## src/rtl/lcd_touch_mt_scanner.sv

```systemverilog
// Multi-point capacitive touch scanner: reads status and point records over the shared
// I2C master command interface, orients the coordinates, and publishes them one frame at a time.
//
//   state     | meaning
//   ----------+-----------------------------------------------------------
//   S_WAIT    | idle; waiting for INT rising edge or poll tick
//   S_RD_STAT | 1-byte read of the status register
//   S_CHK     | decode ready/count, compute n = min(count, MAX_POINTS)
//   S_RD_PTS  | burst read of 8*n bytes of point records
//   S_CLR     | write 0x00 to the status register to release the frame
//   S_PUBLISH | outputs hold the new frame; frame_upd high for this cycle
module lcd_touch_mt_scanner #(
  parameter int          MAX_POINTS = 5,
  parameter int          H_RES      = 800,
  parameter int          V_RES      = 480,
  parameter int          USE_INT    = 1,
  parameter int          POLL_DIV   = 2500,
  parameter logic [6:0]  SLAVE_ADDR = 7'h14,
  parameter logic [15:0] STAT_REG   = 16'h814E,
  parameter logic [15:0] PT_REG     = 16'h8150,
  parameter bit          SWAP_XY    = 1'b0,
  parameter bit          MIRROR_X   = 1'b0,
  parameter bit          MIRROR_Y   = 1'b0
) (
  input  logic                      clk,
  input  logic                      rst_n,
  output logic [6:0]                slave_addr,
  output logic                      i2c_exec,
  output logic                      i2c_rh_wl,
  output logic [15:0]               i2c_addr,
  output logic                      bit_ctrl,
  output logic [7:0]                i2c_data_w,
  output logic [7:0]                reg_num,
  input  logic [7:0]                i2c_data_r,
  input  logic                      once_done,
  input  logic                      i2c_done,
  input  logic                      i2c_ack,
  input  logic                      touch_int_in,
  output logic                      touch_valid,
  output logic [3:0]                point_cnt,
  output logic [MAX_POINTS-1:0]     pt_valid,
  output logic [16*MAX_POINTS-1:0]  pt_x,
  output logic [16*MAX_POINTS-1:0]  pt_y,
  output logic                      frame_upd,
  output logic                      nack_err
);

  localparam int          PW    = (POLL_DIV > 2) ? $clog2(POLL_DIV) : 1;
  localparam logic [15:0] X_MAX = 16'(H_RES - 1);
  localparam logic [15:0] Y_MAX = 16'(V_RES - 1);
  localparam logic [3:0]  NMAX  = 4'(MAX_POINTS);

  typedef enum logic [2:0] {
    S_WAIT, S_RD_STAT, S_CHK, S_RD_PTS, S_CLR, S_PUBLISH
  } state_t;

  state_t          state, state_nxt;
  logic            int_q;
  logic [PW-1:0]   poll_cnt;
  logic            poll_hit, trigger, nack, pub_go;
  logic            stat_rdy;
  logic [3:0]      stat_cnt;
  logic [3:0]      n_q;
  logic [6:0]      k_q;
  logic [15:0]     x_raw [MAX_POINTS];
  logic [15:0]     y_raw [MAX_POINTS];
  logic [15:0]     px    [MAX_POINTS];
  logic [15:0]     py    [MAX_POINTS];

  assign slave_addr = SLAVE_ADDR;
  assign bit_ctrl   = 1'b1;
  assign poll_hit   = (poll_cnt == PW'(POLL_DIV - 1));
  assign trigger    = (USE_INT != 0) ? (touch_int_in & ~int_q) : poll_hit;
  assign nack       = i2c_done & i2c_ack & (state != S_WAIT);
  assign pub_go     = (state == S_CLR) & i2c_done & ~i2c_ack;

  always_comb begin
    state_nxt  = state;
    i2c_rh_wl  = 1'b0;
    i2c_addr   = 16'h0000;
    reg_num    = 8'h00;
    i2c_data_w = 8'h00;
    case (state)
      S_WAIT:    if (trigger) state_nxt = S_RD_STAT;
      S_RD_STAT: begin
        i2c_rh_wl = 1'b1;
        i2c_addr  = STAT_REG;
        reg_num   = 8'd1;
        if (i2c_done) state_nxt = S_CHK;
      end
      S_CHK: begin
        if (!stat_rdy)           state_nxt = S_WAIT;
        else if (stat_cnt == 0)  state_nxt = S_CLR;
        else                     state_nxt = S_RD_PTS;
      end
      S_RD_PTS: begin
        i2c_rh_wl = 1'b1;
        i2c_addr  = PT_REG;
        reg_num   = {1'b0, n_q, 3'b000};
        if (i2c_done) state_nxt = S_CLR;
      end
      S_CLR: begin
        i2c_addr = STAT_REG;
        reg_num  = 8'd1;
        if (i2c_done) state_nxt = S_PUBLISH;
      end
      S_PUBLISH: state_nxt = S_WAIT;
      default:   state_nxt = S_WAIT;
    endcase
    if (nack) state_nxt = S_WAIT;
  end

  // Orientation order matters: clamp first so mirroring never underflows.
  always_comb begin
    logic [15:0] xc, yc;
    for (int i = 0; i < MAX_POINTS; i++) begin
      xc = (x_raw[i] > X_MAX) ? X_MAX : x_raw[i];
      yc = (y_raw[i] > Y_MAX) ? Y_MAX : y_raw[i];
      if (MIRROR_X) xc = X_MAX - xc;
      if (MIRROR_Y) yc = Y_MAX - yc;
      px[i] = SWAP_XY ? yc : xc;
      py[i] = SWAP_XY ? xc : yc;
    end
  end

  always_ff @(posedge clk or negedge rst_n) begin
    if (!rst_n) begin
      state       <= S_WAIT;
      int_q       <= 1'b0;
      poll_cnt    <= '0;
      i2c_exec    <= 1'b0;
      nack_err    <= 1'b0;
      frame_upd   <= 1'b0;
      stat_rdy    <= 1'b0;
      stat_cnt    <= 4'd0;
      n_q         <= 4'd0;
      k_q         <= 7'd0;
      touch_valid <= 1'b0;
      point_cnt   <= 4'd0;
      pt_valid    <= '0;
      pt_x        <= '0;
      pt_y        <= '0;
      for (int i = 0; i < MAX_POINTS; i++) begin
        x_raw[i] <= 16'h0000;
        y_raw[i] <= 16'h0000;
      end
    end else begin
      state     <= state_nxt;
      int_q     <= touch_int_in;
      poll_cnt  <= poll_hit ? '0 : poll_cnt + 1'b1;
      i2c_exec  <= (state_nxt != state) &&
                   (state_nxt == S_RD_STAT || state_nxt == S_RD_PTS || state_nxt == S_CLR);
      nack_err  <= nack;
      frame_upd <= pub_go;
      if (state == S_RD_STAT && once_done) begin
        stat_rdy <= i2c_data_r[7];
        stat_cnt <= i2c_data_r[3:0];
      end
      if (state == S_CHK) begin
        n_q <= (stat_cnt > NMAX) ? NMAX : stat_cnt;
        k_q <= 7'd0;
      end
      // Record layout per point: id, xL, xH, yL, yH, then 3 ignored bytes.
      if (state == S_RD_PTS && once_done) begin
        k_q <= k_q + 7'd1;
        for (int i = 0; i < MAX_POINTS; i++) begin
          if (k_q[6:3] == 4'(i)) begin
            case (k_q[2:0])
              3'd1:    x_raw[i][7:0]  <= i2c_data_r;
              3'd2:    x_raw[i][15:8] <= i2c_data_r;
              3'd3:    y_raw[i][7:0]  <= i2c_data_r;
              3'd4:    y_raw[i][15:8] <= i2c_data_r;
              default: ;
            endcase
          end
        end
      end
      if (pub_go) begin
        point_cnt   <= n_q;
        touch_valid <= (n_q != 4'd0);
        for (int i = 0; i < MAX_POINTS; i++) begin
          pt_valid[i]      <= (4'(i) < n_q);
          pt_x[16*i +: 16] <= (4'(i) < n_q) ? px[i] : 16'h0000;
          pt_y[16*i +: 16] <= (4'(i) < n_q) ? py[i] : 16'h0000;
        end
      end
    end
  end

endmodule
```

## config.mk

```make
export PLATFORM = sky130hd
export DESIGN_NAME = lcd_touch_mt_scanner
export DESIGN_NICKNAME = d
export VERILOG_FILES = /design/src/rtl/lcd_touch_mt_scanner.sv
export SDC_FILE = /design/constraint.sdc
export NUM_CORES = 1
export LEC_CHECK = 0
export ABC_AREA = 0
export BUFFER_PORTS_ARGS = -buffer_cell sky130_fd_sc_hd__buf_2
export CAP_MARGIN = 20
export CORE_MARGIN = 2
export CORE_UTILIZATION = 61
export DETAILED_ROUTE_END_ITERATION = 8
export PLACE_DENSITY = 0.85
export SLEW_MARGIN = 10
export SYNTH_ARGS = -nofsm -noshare
export SYNTH_HDL_FRONTEND = slang
export SYNTH_SLANG_ARGS = --single-unit
```

## constraint.sdc

```tcl
create_clock -name clk -period 2.7 [get_ports clk]
set_input_delay 0.135 -clock clk [delete_from_list [all_inputs] [get_ports clk]]
set_output_delay 0.135 -clock clk [all_outputs]
set_load 0.01 [all_outputs]
```

# Word level (Yosys, flattened, before mapping)
# Index checks and enable logic that the tools add are counted.
[totals] register_bits=353 latchBits=0 ramBits=0 romBits=0 in_bits=14 output_inout_bits=214 wordCells=141 mem_count=0
[classes] add_sub_neg=1 mul=0 div_mod_pow=0 magnitude_cmp=16 eq_ne=16 shifts=0 n_mux=34 n_bitwise=7 n_reduce_logical=33
[op_table] cell="16-bit two-way mux" n=20
[op_table] cell="16-bit by 10-bit greater-than comparator with 1-bit output, second input constant" n=5
[op_table] cell="16-bit by 9-bit greater-than comparator with 1-bit output, second input constant" n=5
[op_table] cell="3-bit AND reduction" n=20
[op_table] cell="16-bit one-hot mux with 2 select lines" n=1
[op_table] cell="3-bit two-way mux" n=7
[op_table] cell="3-bit by 2-bit equality test with 1-bit output, second input constant" n=5
[op_table] cell="3-bit one-hot mux with 5 select lines" n=1
[op_table] cell="7-bit two-way mux" n=2
[op_table] cell="7-bit one-hot mux with 2 select lines" n=1
[op_table] cell="3-bit by 1-bit equality test with 1-bit output, second input constant" n=3
[op_table] cell="3-bit equality test, second input constant" n=3
[op_table] cell="4-bit by 2-bit equality test with 1-bit output, second input constant" n=2
[op_table] cell="4-bit logical NOT" n=2
[op_table] cell="1-bit by 4-bit less-than comparator with 1-bit output, first input constant" n=2
[op_table] cell="2-bit by 4-bit less-than comparator with 1-bit output, first input constant" n=2
[op_table] cell="7-bit by 1-bit adder with 7-bit output, second input constant" n=1
[op_table] cell="1-bit AND" n=5
[op_table] cell="4-bit by 1-bit equality test with 1-bit output, second input constant" n=1
[op_table] cell="4-bit by 3-bit equality test with 1-bit output, second input constant" n=1
[op_table] cell="4-bit by 3-bit greater-than comparator with 1-bit output, second input constant" n=1
[op_table] cell="3-bit by 4-bit less-than comparator with 1-bit output, first input constant" n=1
[op_table] cell="4-bit two-way mux" n=1
[op_table] cell="4-bit nonzero test" n=1
[op_table] cell="9 further kinds" n=14

# Longest topological paths before layout
# Gate-level depths: netlist (run 1).
[logic_depth] word_depth=9 ltp_mapped=8 mapped_depth_nobuf=5

# Least setup slack after synthesis (run 1)
# No wires, ideal clock.
[synth_path] path_type="reg2reg" from="register state[2]" to="register x_raw[32] (netlist bit)" setup_time_ns=0.125 arrival_time_ns=1.694 required_time_ns=2.575 slack_ns=0.881 stages_incl_launch_ff=6 path_buffers=1 synth_period_minus_slack_ns=1.819 cell_sequence="dfrtp_1 and4b_1 buf_4 nand3_2 nor4b_4 mux2_2"
[synth_via] elab_chain_cells=3
[synth_lines] item="start: declaration" line="57" rtl="state_t state, state_nxt;"
[synth_lines] item="start signal: assignment" line="148" rtl="state <= state_nxt;"
[synth_lines] item="3-bit by 2-bit equality test with 1-bit output" line="164" rtl="if (state == S_RD_PTS && once_done) begin"
[synth_lines] item="1-bit logical AND" line="164"
[synth_lines] item="3-bit AND reduction (no source line)"
[synth_lines] item="end signal: indexed assignment" line="169" rtl="3'd1: x_raw[i][7:0] <= i2c_data_r;"
[synth_lines] item="end signal: indexed assignment" line="170" rtl="3'd2: x_raw[i][15:8] <= i2c_data_r;"
[synth_lines] item="end: declaration" line="65" rtl="logic [15:0] x_raw [MAX_POINTS];"
# No other way between the ends.
# A chain may end at the register's enable or synchronous reset.

# Worst setup path after layout (run 1)
[layout_path] from="register state[1]" to="register pt_x[51]"
[layout_via] elab_chain_cells=3
[layout_lines] item="3-bit equality test" line="75" rtl="assign pub_go = (state == S_CLR) & i2c_done & ~i2c_ack;"
[layout_lines] item="1-bit AND (2 in series)" line="75"
[layout_lines] item="end signal: indexed assignment" line="183" rtl="pt_x[16*i +: 16] <= (4'(i) < n_q) ? px[i] : 16'h0000;"
[layout_lines] item="end: declaration" line="42" rtl="output logic [16*MAX_POINTS-1:0] pt_x,"
# No other way between the ends.

==> metrics.cfg, run 1 <==
[clocking]
clock_path_buffers = 3
clk_pin_slew_ns = 0.06
cts_resized = 0
cts_sinks = 352
clk_latency_ns = 0.52
cts-root-buf = clkbuf_16
htree_num_levels = 2
cts_buffers = 36
tritoncts = built
post_cts_buffers = 0

[die]
die_w_um = 156
die_h_um = 156
die_area_um2 = 24300
initial_utilization_pct = 62.2
boundaryPins = 228
core-area_um2 = 22600
fp-row-count = 55

[sta]
timing.final.crit_period_ns = 2.38
relSlewSlack_pct = 50.4
setup_viol_count_final = 0
setup_tns_ns = 0
tightestPinTransition_ns = 0.744
layout_setup_ws_ns = 0.315
clock_skew_ns = 0.0166
finalHoldViolCount = 0
rsz0062_at_grt = no
fin_crit_sh_pct = 88.3
fmaxAchievable_ghz = 0.419
final_max_slew_viol_count = 0

[place]
portBuffers = 199
globalplace.congestion = 0.847
dp_hpwl_mm = 20.4
dp_slack_ns = 0.341

[global_route]
grt_pass1_vias = 9600
antenna_found_initial = 0
grt_max_degree = 92
grt_pass1_wl_mm = 50.9
track_usage_pct = 26.7
grt.overflow.total = 0

[min_path]
hold_class = in2reg

[synthesis]
synth.distinct_cells = 51
syn_inst = 1168
synthArstFlopShare_pct = 100
synth_area_leaders = dfrtp_1 (63%), mux2_2 (13%), nand2_1 (4.2%)
ys_ff_latch = 352
yosys.area.top_type = dfrtp_1
yosys_most_used_dff = dfrtp_1
synth-edff-count = 0
ys_seq_area_share_pct = 62.6
synth_top_area_share_pct = 62.6
synth_area_um2 = 14100
postSynthAreaPerCell_um2 = 12.1
synth-warning-count = 0

[routing]
wl_met1_mm = 13.5
detail_route.wl_per_cell_um = 19.5
drc = 0
first_pass_iters = 5
wl_met2_mm = 15.8
wl_met3_mm = 2.24
viasPerCell = 5.77
drtIter0Drc = 588
ant_nets = 0
routed_wl_mm = 32.4
routed.top_layer = met4
num_vias = 9595

[worst_setup_path]
critPathMaxFanout = 38
start_kind = flip-flop
path_cells = or2_1, or3_4, clkinv_2, nand2_1, o21ai_0
critPathCaptureType = flip-flop
required_ns = 3.12
criticalPathCategory = reg2reg
slowest_delay_ns = 0.58
critPathSlowestCell = or3_4
arrival_ns = 2.81

[power_and_ir_drop]
total_leakage_power_nw = 8.77
p_total_w = 0.0121
powerDensity_nw_per_um2 = 737
ir_drop_mv = 0.445

[final_layout]
nets = 1372
utilization_pct = 72.4
area_delta_synth_final_pct = 16.5
n_antenna_cell = 0
final_cell_mix = dfrtp_1 (352), buf_2 (198), mux2_2 (166)
drive_gt1_share_pct = 33.5
final_common_cell = dfrtp_1

[job]
maxCapViolCount = 0

[run_status]
status = completed

logic make-up (layout without fill, tap and decap cells):
logic type | Yosys count | count (layout) | share of synthesized area, %
AND/OR/NAND/NOR | 397 | 397 | 13.9
XOR/XNOR | 1 | 1 | 0.0622
AO/OA/AOI/OAI | 144 | 144 | 5.70
adder cells (fa/ha/maj) | 5 | 5 | 0.444
buffers and inverters | 101 | 285 | 4.02
flip-flops | 352 | 352 | 62.6
multiplexers | 166 | 166 | 13.3
other | 2 | 28 | 0.0534
worst paths after layout:
| kind | startpoint | endpoint | slack [ns] | depth (start not counted) |
|---|---|---|---|---|
| max | state[1] | pt_x[51] | 0.32 | 5 |
| min | i2c_done | state[1] | 0.08 | 4 |
| max reg2reg | state[1] | pt_x[51] | 0.32 | 5 |
| min reg2reg | point_cnt[0] | point_cnt[0] | 0.47 | 2 |
| max in group asynchronous | rst_n | x_raw[18] | 1.51 | 3 |
| min in group asynchronous | rst_n | pt_y[12] | 0.19 | 2 |
layout make-up:
class	instances	area [µm²]
multi-input combinational	741	4800
clock inverter	15	186
clock buffer	48	1030
sequential	352	8810
inverter	5	20.0
timing repair buffer	217	1190
fill	1449	6250
tap	285	357
cells in the mapped netlist, types with 2 or more instances:
cell	instances
a211oi_1	3
a21oi_1	8
a22o_1	3
and2_1	66
and3_1	5
and4_1	3
and4b_1	2
buf_2	22
buf_4	36
buf_6	3
clkbuf_1	35
conb_1	2
dfrtp_1	352
ha_1	5
inv_1	4
mux2_2	166
nand2_1	159
nand2_2	6
nand2b_1	5
nand3_1	19
nand3_2	7
nand4_1	11
nor2_1	76
nor2b_1	4
nor3_1	7
nor4_1	10
o211ai_1	2
o21ai_0	97
o21ai_1	13
o311ai_0	5
o31ai_1	7
or2_2	3
or3_1	2
or3b_2	2
or4_1	2
report_power, final:
group | total [W] | switching (W) | internal (W)
sequential | 0.00565 | 0.000171 | 0.00548
combinational | 0.00135 | 0.000898 | 0.000455
clock | 0.00507 | 0.00201 | 0.00306
total | 0.0121 | 0.00307 | 0.00900
sequential cells by signal, indices dropped and copies added, names as in the netlist, 3 cells and up:
signal	count
pt_x	80
pt_y	80
x_raw	80
y_raw	80
k_q	7
pt_valid	5
n_q	4
point_cnt	4
stat_cnt	4
state	3
through the flow:
stage / cell area, µm² / instances / hold slack (ns)
finish: 16400 / 1663 / 0.0783
global route: 16400 / 1663 / 0.106
CTS: 16400 / 1663 / 0.0548
detailed placement: 15100 / 1596 / 0.160
global placement: 15100 / 1596 / 0.157
floorplan: 14200 / 1194 / -0.161
what timing repair did:
item                                    in CTS  in global routing
hold buffers                                 4                  0
endpoints found under the hold margin       77                  0
endpoints found under the setup margin       0                  0
worst max-delay path, delay by kind of cell (launching register included):
kind	cells	cell delay [ns]
AND/OR/NAND/NOR	3	1.28
flip-flops	1	0.40
AO/OA/AOI/OAI	1	0.30
buffers and inverters	1	0.31
layer usage:
layer,global-route usage [%],vias up
met5,0,-
met4,8.65,0
met3,5.31,67
met2,44.2,399
met1,36.0,4837
li1,-,4292
Power figures use the tool's default switching activity.
==> run 2, diff against run 1 <==
--- a/config.mk
+++ b/config.mk
@@ -9,9 +9,9 @@
 export BUFFER_PORTS_ARGS = -buffer_cell sky130_fd_sc_hd__buf_2
 export CAP_MARGIN = 20
 export CORE_MARGIN = 2
-export CORE_UTILIZATION = 61
+export CORE_UTILIZATION = 51
 export DETAILED_ROUTE_END_ITERATION = 8
-export PLACE_DENSITY = 0.85
+export PLACE_DENSITY = 0.76
 export SLEW_MARGIN = 10
 export SYNTH_ARGS = -nofsm -noshare
 export SYNTH_HDL_FRONTEND = slang
==> constraint.sdc (replaced) <==
create_clock -name clk -period 2.1 [get_ports clk]
set_input_delay 0.105 -clock clk [delete_from_list [all_inputs] [get_ports clk]]
set_output_delay 0.105 -clock clk [all_outputs]
set_load 0.01 [all_outputs]
==> metrics.cfg, run 2 (same netlist as run 1, synthesis figures left out) <==
[place]
placed_cell_area_um2 = 15400
globalplace.congestion = 0.803
portBuffers = 199
dp_hpwl_mm = 20.9
dp_cells = 1669

[sta]
timing.final.crit_period_ns = 1.95
rsz0062_at_grt = no
fin_crit_sh_pct = 92.9
clock_skew_ns = 0.0158
finalHoldViolCount = 0
setup_tns_ns = 0
fmaxAchievable_ghz = 0.513
setup_viol_count_final = 0
final_max_slew_viol_count = 0
tightestPinTransition_ns = 0.670
relSlewSlack_pct = 55.3

[final_layout]
nets = 1391
final_cell_mix = dfrtp_1 (352), buf_2 (198), mux2_2 (166)
layout.cells.non_filler = 1740
final_common_cell = dfrtp_1
area_delta_synth_final_pct = 18.2
fill_cells = 2156
drive_gt1_share_pct = 34.3
n_antenna_cell = 0
final_cell_area_um2 = 16600

[global_route]
grt_max_degree = 157
grt_pass1_vias = 9291
track_usage_pct = 22.1
grt.overflow.total = 0
antenna_found_initial = 0
grt_pass1_wl_mm = 50.3

[worst_setup_path]
critPathCaptureType = flip-flop
start_kind = flip-flop
required_ns = 2.49
criticalPathCategory = reg2reg
arrival_ns = 2.34
critPathMaxFanout = 8

[clocking]
cts-root-buf = clkbuf_16
clk_pin_slew_ns = 0.06
clk_latency_ns = 0.52
tritoncts = built
cts_buffers = 38
clock_path_buffers = 3
htree_num_levels = 2
cts_sinks = 352
post_cts_buffers = 0

[job]
maxCapViolCount = 0

[die]
core-area_um2 = 27000
fp-row-count = 60
die_h_um = 170
boundaryPins = 228
die_w_um = 170
initial_utilization_pct = 52.1
die_area_um2 = 28900

[routing]
routed_wl_mm = 31.6
first_pass_iters = 5
detail_route.wl_per_cell_um = 18.2
drc = 0
num_vias = 9461
ant_nets = 0
drtIter0Drc = 669
viasPerCell = 5.44

[power_and_ir_drop]
powerDensity_nw_per_um2 = 929
netSwitchingPower_w = 0.00390
pwr-share-comb_pct = 11.6
total_leakage_power_nw = 8.85
seq_power_share_pct = 47.0
switching_share_pct = 25.3
clkPwrFrac_pct = 41.4
p_total_w = 0.0155
p_int_w = 0.0116
ir_drop_mv = 0.569

[run_status]
status = completed

[min_path]
hold_class = in2reg

==> run 2: cell count changes in the layout (fill, tap and decap cells not counted), moves of 3 or more <==
cell	change
buf_4	+15
clkbuf_1	+6
bufinv_16	-3
clkbuf_8	+3
clkinv_2	-3
==> run 2: final cells by class <==
type                            count  area (µm²)  share of cell area [%]
Inverter                            5        20.0                   0.120
Sequential cell                   352        8810                    53.0
Clock inverter                      8        71.3                   0.429
Timing Repair Buffer              234        1340                    8.06
Tap cell                          341         427                    2.56
Clock buffer                       59        1140                    6.86
Multi-Input combinational cell    741        4830                    29.0
==> run 2: metal layers <==
metal	track usage [%]	routed length, µm
met1	30.9	14000
met2	36.2	15100
met3	3.58	1860
met4	5.65	640
met5	0	0
==> run 2: power groups by stage <==
| stage | Combinational [W] | Sequential (W) | Clock, W |
|---|---|---|---|
| after floorplan | 0.00113 | 0.00737 | 0 |
| after global placement | 0.00175 | 0.00737 | 0 |
| after detailed placement | 0.00178 | 0.00738 | 0 |
| after CTS | 0.00180 | 0.00726 | 0.00651 |
| after global routing | 0.00199 | 0.00730 | 0.00681 |
| final | 0.00180 | 0.00726 | 0.00640 |
==> run 2: worst max-delay path, cell delays in order, from the launching register on <==
cell     delay (ns)
dfrtp_1        0.39
and4b_1        0.45
and4b_1        0.39
nand3_2        0.25
mux2_2         0.35
==> run 2: worst paths after layout <==
path	end	from	slack (ns)	cells after the start
setup / recovery	y_raw[8]	state[2]	0.15	4
hold / removal	state[1]	i2c_done	0.06	4
setup reg to reg	y_raw[8]	state[2]	0.15	4
hold reg to reg	pt_valid[2]	pt_valid[2]	0.47	2
max in group asynchronous	pt_x[65]	rst_n	1.13	3
min in group asynchronous	pt_y[31]	rst_n	0.13	2
==> run 2: timing repair <==
item | CTS | global route
hold endpoints to repair | 65 | 0
hold buffers | 4 | 0
gates resized for setup | 0 | 5
setup endpoints to repair | 0 | 19
==> run 2: metrics by stage <==
step | hold WS, ns | setup WS [ns] | util (%)
finish | 0.0564 | 0.150 | 61.6
global route | 0.0653 | 0.00883 | 61.6
CTS | 0.0387 | 0.0703 | 61.5
detailed placement | 0.115 | 0.101 | 56.8
global placement | 0.113 | 0.171 | 56.8
floorplan | -0.191 | 0.281 | -
==> run 3, diff against run 2 <==
--- a/config.mk
+++ b/config.mk
@@ -6,12 +6,11 @@
 export NUM_CORES = 1
 export LEC_CHECK = 0
 export ABC_AREA = 0
-export BUFFER_PORTS_ARGS = -buffer_cell sky130_fd_sc_hd__buf_2
 export CAP_MARGIN = 20
 export CORE_MARGIN = 2
-export CORE_UTILIZATION = 51
+export CORE_UTILIZATION = 35
 export DETAILED_ROUTE_END_ITERATION = 8
-export PLACE_DENSITY = 0.76
+export DONT_BUFFER_PORTS = 1
 export SLEW_MARGIN = 10
 export SYNTH_ARGS = -nofsm -noshare
 export SYNTH_HDL_FRONTEND = slang
==> metrics.cfg, run 3 (same netlist as run 1, synthesis figures left out) <==
[final_layout]
drive_gt1_share_pct = 23.9
layout.cells.non_filler = 1748
area_delta_synth_final_pct = 15.3
nets = 1211
final_cell_area_um2 = 16200
final_common_cell = dfrtp_1
final_cell_mix = dfrtp_1 (352), mux2_2 (166), nand2_1 (156)
fill_cells = 3768
n_antenna_cell = 0

[power_and_ir_drop]
netSwitchingPower_w = 0.00397
p_int_w = 0.0120
ir_drop_mv = 0.605
seq_power_share_pct = 45.8
p_total_w = 0.0160
switching_share_pct = 24.8
powerDensity_nw_per_um2 = 986
clkPwrFrac_pct = 44.7
pwr-share-comb_pct = 9.5
total_leakage_power_nw = 7.95

[place]
dp_cells = 1652
dp_slack_ns = -0.0395
dp_hpwl_mm = 20.9
portBuffers = 0
globalplace.congestion = 0.789
placed_cell_area_um2 = 14500

[global_route]
track_usage_pct = 16.4
grt.overflow.total = 0
grt_pass1_wl_mm = 52.5
grt_max_degree = 353
antenna_found_initial = 0
grt_pass1_vias = 8844

[worst_setup_path]
required_ns = 2.53
critPathCaptureType = flip-flop
arrival_ns = 2.39
criticalPathCategory = reg2reg
r2r_end = y_raw[19]
critPathSlowestCell = dfrtp_1
r2r_setup_slack_ns = 0.14
critPathMaxFanout = 9
path_cells = buf_4, nand4b_1, nor3_2, nand4_1, buf_4, mux2_2
start_kind = flip-flop
slowest_delay_ns = 0.37
timing.rr.start = state[2]
crit_top_cell = buf_4
reg2reg_depth = 6

[routing]
drtIter0Drc = 543
detail_route.wl_per_cell_um = 19.4
drc = 0
ant_nets = 0
num_vias = 8606
first_pass_iters = 4
routed_wl_mm = 33.9
viasPerCell = 4.92

[die]
boundaryPins = 228
die_w_um = 205
die_h_um = 205
core-area_um2 = 39700
fp-row-count = 73
initial_utilization_pct = 35.4
die_area_um2 = 41800

[sta]
clock_skew_ns = 0.0281
relSlewSlack_pct = 47.7
rsz0062_at_grt = no
finalHoldViolCount = 352
tightestPinTransition_ns = 0.784
fin_crit_sh_pct = 93.5
fin_hold_ws_ns = -0.735
layout_setup_ws_ns = 0.136
final_max_slew_viol_count = 0
setup_viol_count_final = 0
timing.final.crit_period_ns = 1.96
fmaxAchievable_ghz = 0.509

[clocking]
clk_pin_slew_ns = 0.06
clock_path_buffers = 3
clk_latency_ns = 0.56
cts_buffers = 40
cts-root-buf = clkbuf_16
cts_sinks = 352
tritoncts = built
htree_num_levels = 2

[run_status]
violations = hold timing
status = complete, but fails checks

[min_path]
hold_class = in2async

[job]
maxCapViolCount = 0

==> run 3: cell types whose count changed in the layout (fill, tap and decap cells not counted), moves of 2 or more <==
cell	previous run	this run
clkbuf_8	9	11
buf_12	5	9
buf_2	198	0
clkbuf_16	39	42
bufinv_16	1	3
dlygate4sd3_1	4	15
clkinv_2	6	4
==> run 3: metal layers <==
layer,wire [µm],global-route usage [%]
met5,0,0
met4,602,4.58
met3,2650,5.12
met2,15600,26.1
met1,15100,21.5
==> run 3: what timing repair did <==
action / in CTS / in global routing
setup buffers: 0 / 0
resized for setup: 2 / 3
hold endpoints to repair: 527 / 353
cloned: 0 / 0
hold buffers: 21 / 1
setup endpoints to repair: 5 / 18
==> run 3: worst max path at each step <==
| stage | slack (ns) | from | end | cells after the start |
|---|---|---|---|---|
| 2_1_floorplan | 0.28 | state[2] | x_raw[32] | 5 |
| 3_3_place_gp | 0.02 | state[1] | pt_y[50] | 6 |
| 3_5_place_dp | -0.04 | state[1] | pt_y[54] | 6 |
| 4_1_cts | 0.07 | state[1] | i2c_addr[15] | 3 |
| 5_1_grt | 0.03 | state[1] | pt_x[56] | 5 |
| 6_report | 0.14 | state[2] | y_raw[19] | 6 |
==> run 3: final cells by class <==
cell class,instances,area (µm²),share of cell area (%)
inverters,5,21.3,0.131
clock inverters,8,126,0.779
multi-input cells,741,4820,29.7
repair buffers,52,548,3.38
well taps,525,657,4.05
clock buffers,65,1250,7.69
flip-flops and latches,352,8810,54.3
==> run 3: power groups by stage <==
stage,combinational [W],clock [W],sequential [W]
after global placement,0.00134,0,0.00744
after global routing,0.00169,0.00767,0.00736
after CTS,0.00153,0.00739,0.00733
after detailed placement,0.00137,0,0.00744
after floorplan,0.00113,0,0.00737
final,0.00153,0.00715,0.00733
==> run 3: worst max-delay path, delay by kind of cell, from the launching register on <==
kind | cells | cell delay (ns)
buffers and inverters | 2 | 0.37
DFF | 1 | 0.37
and+or+nand+nor | 3 | 0.85
muxes | 1 | 0.27
==> run 3: metrics by stage <==
step	hold slack [ns]	TNS (ns)	utilization [%]
CTS	-0.771	0	40.8
global route	-0.767	0	40.8
global placement	-0.183	0	36.6
detailed placement	-0.184	-0.137	36.6
floorplan	-0.191	0	-
finish	-0.735	0	40.8
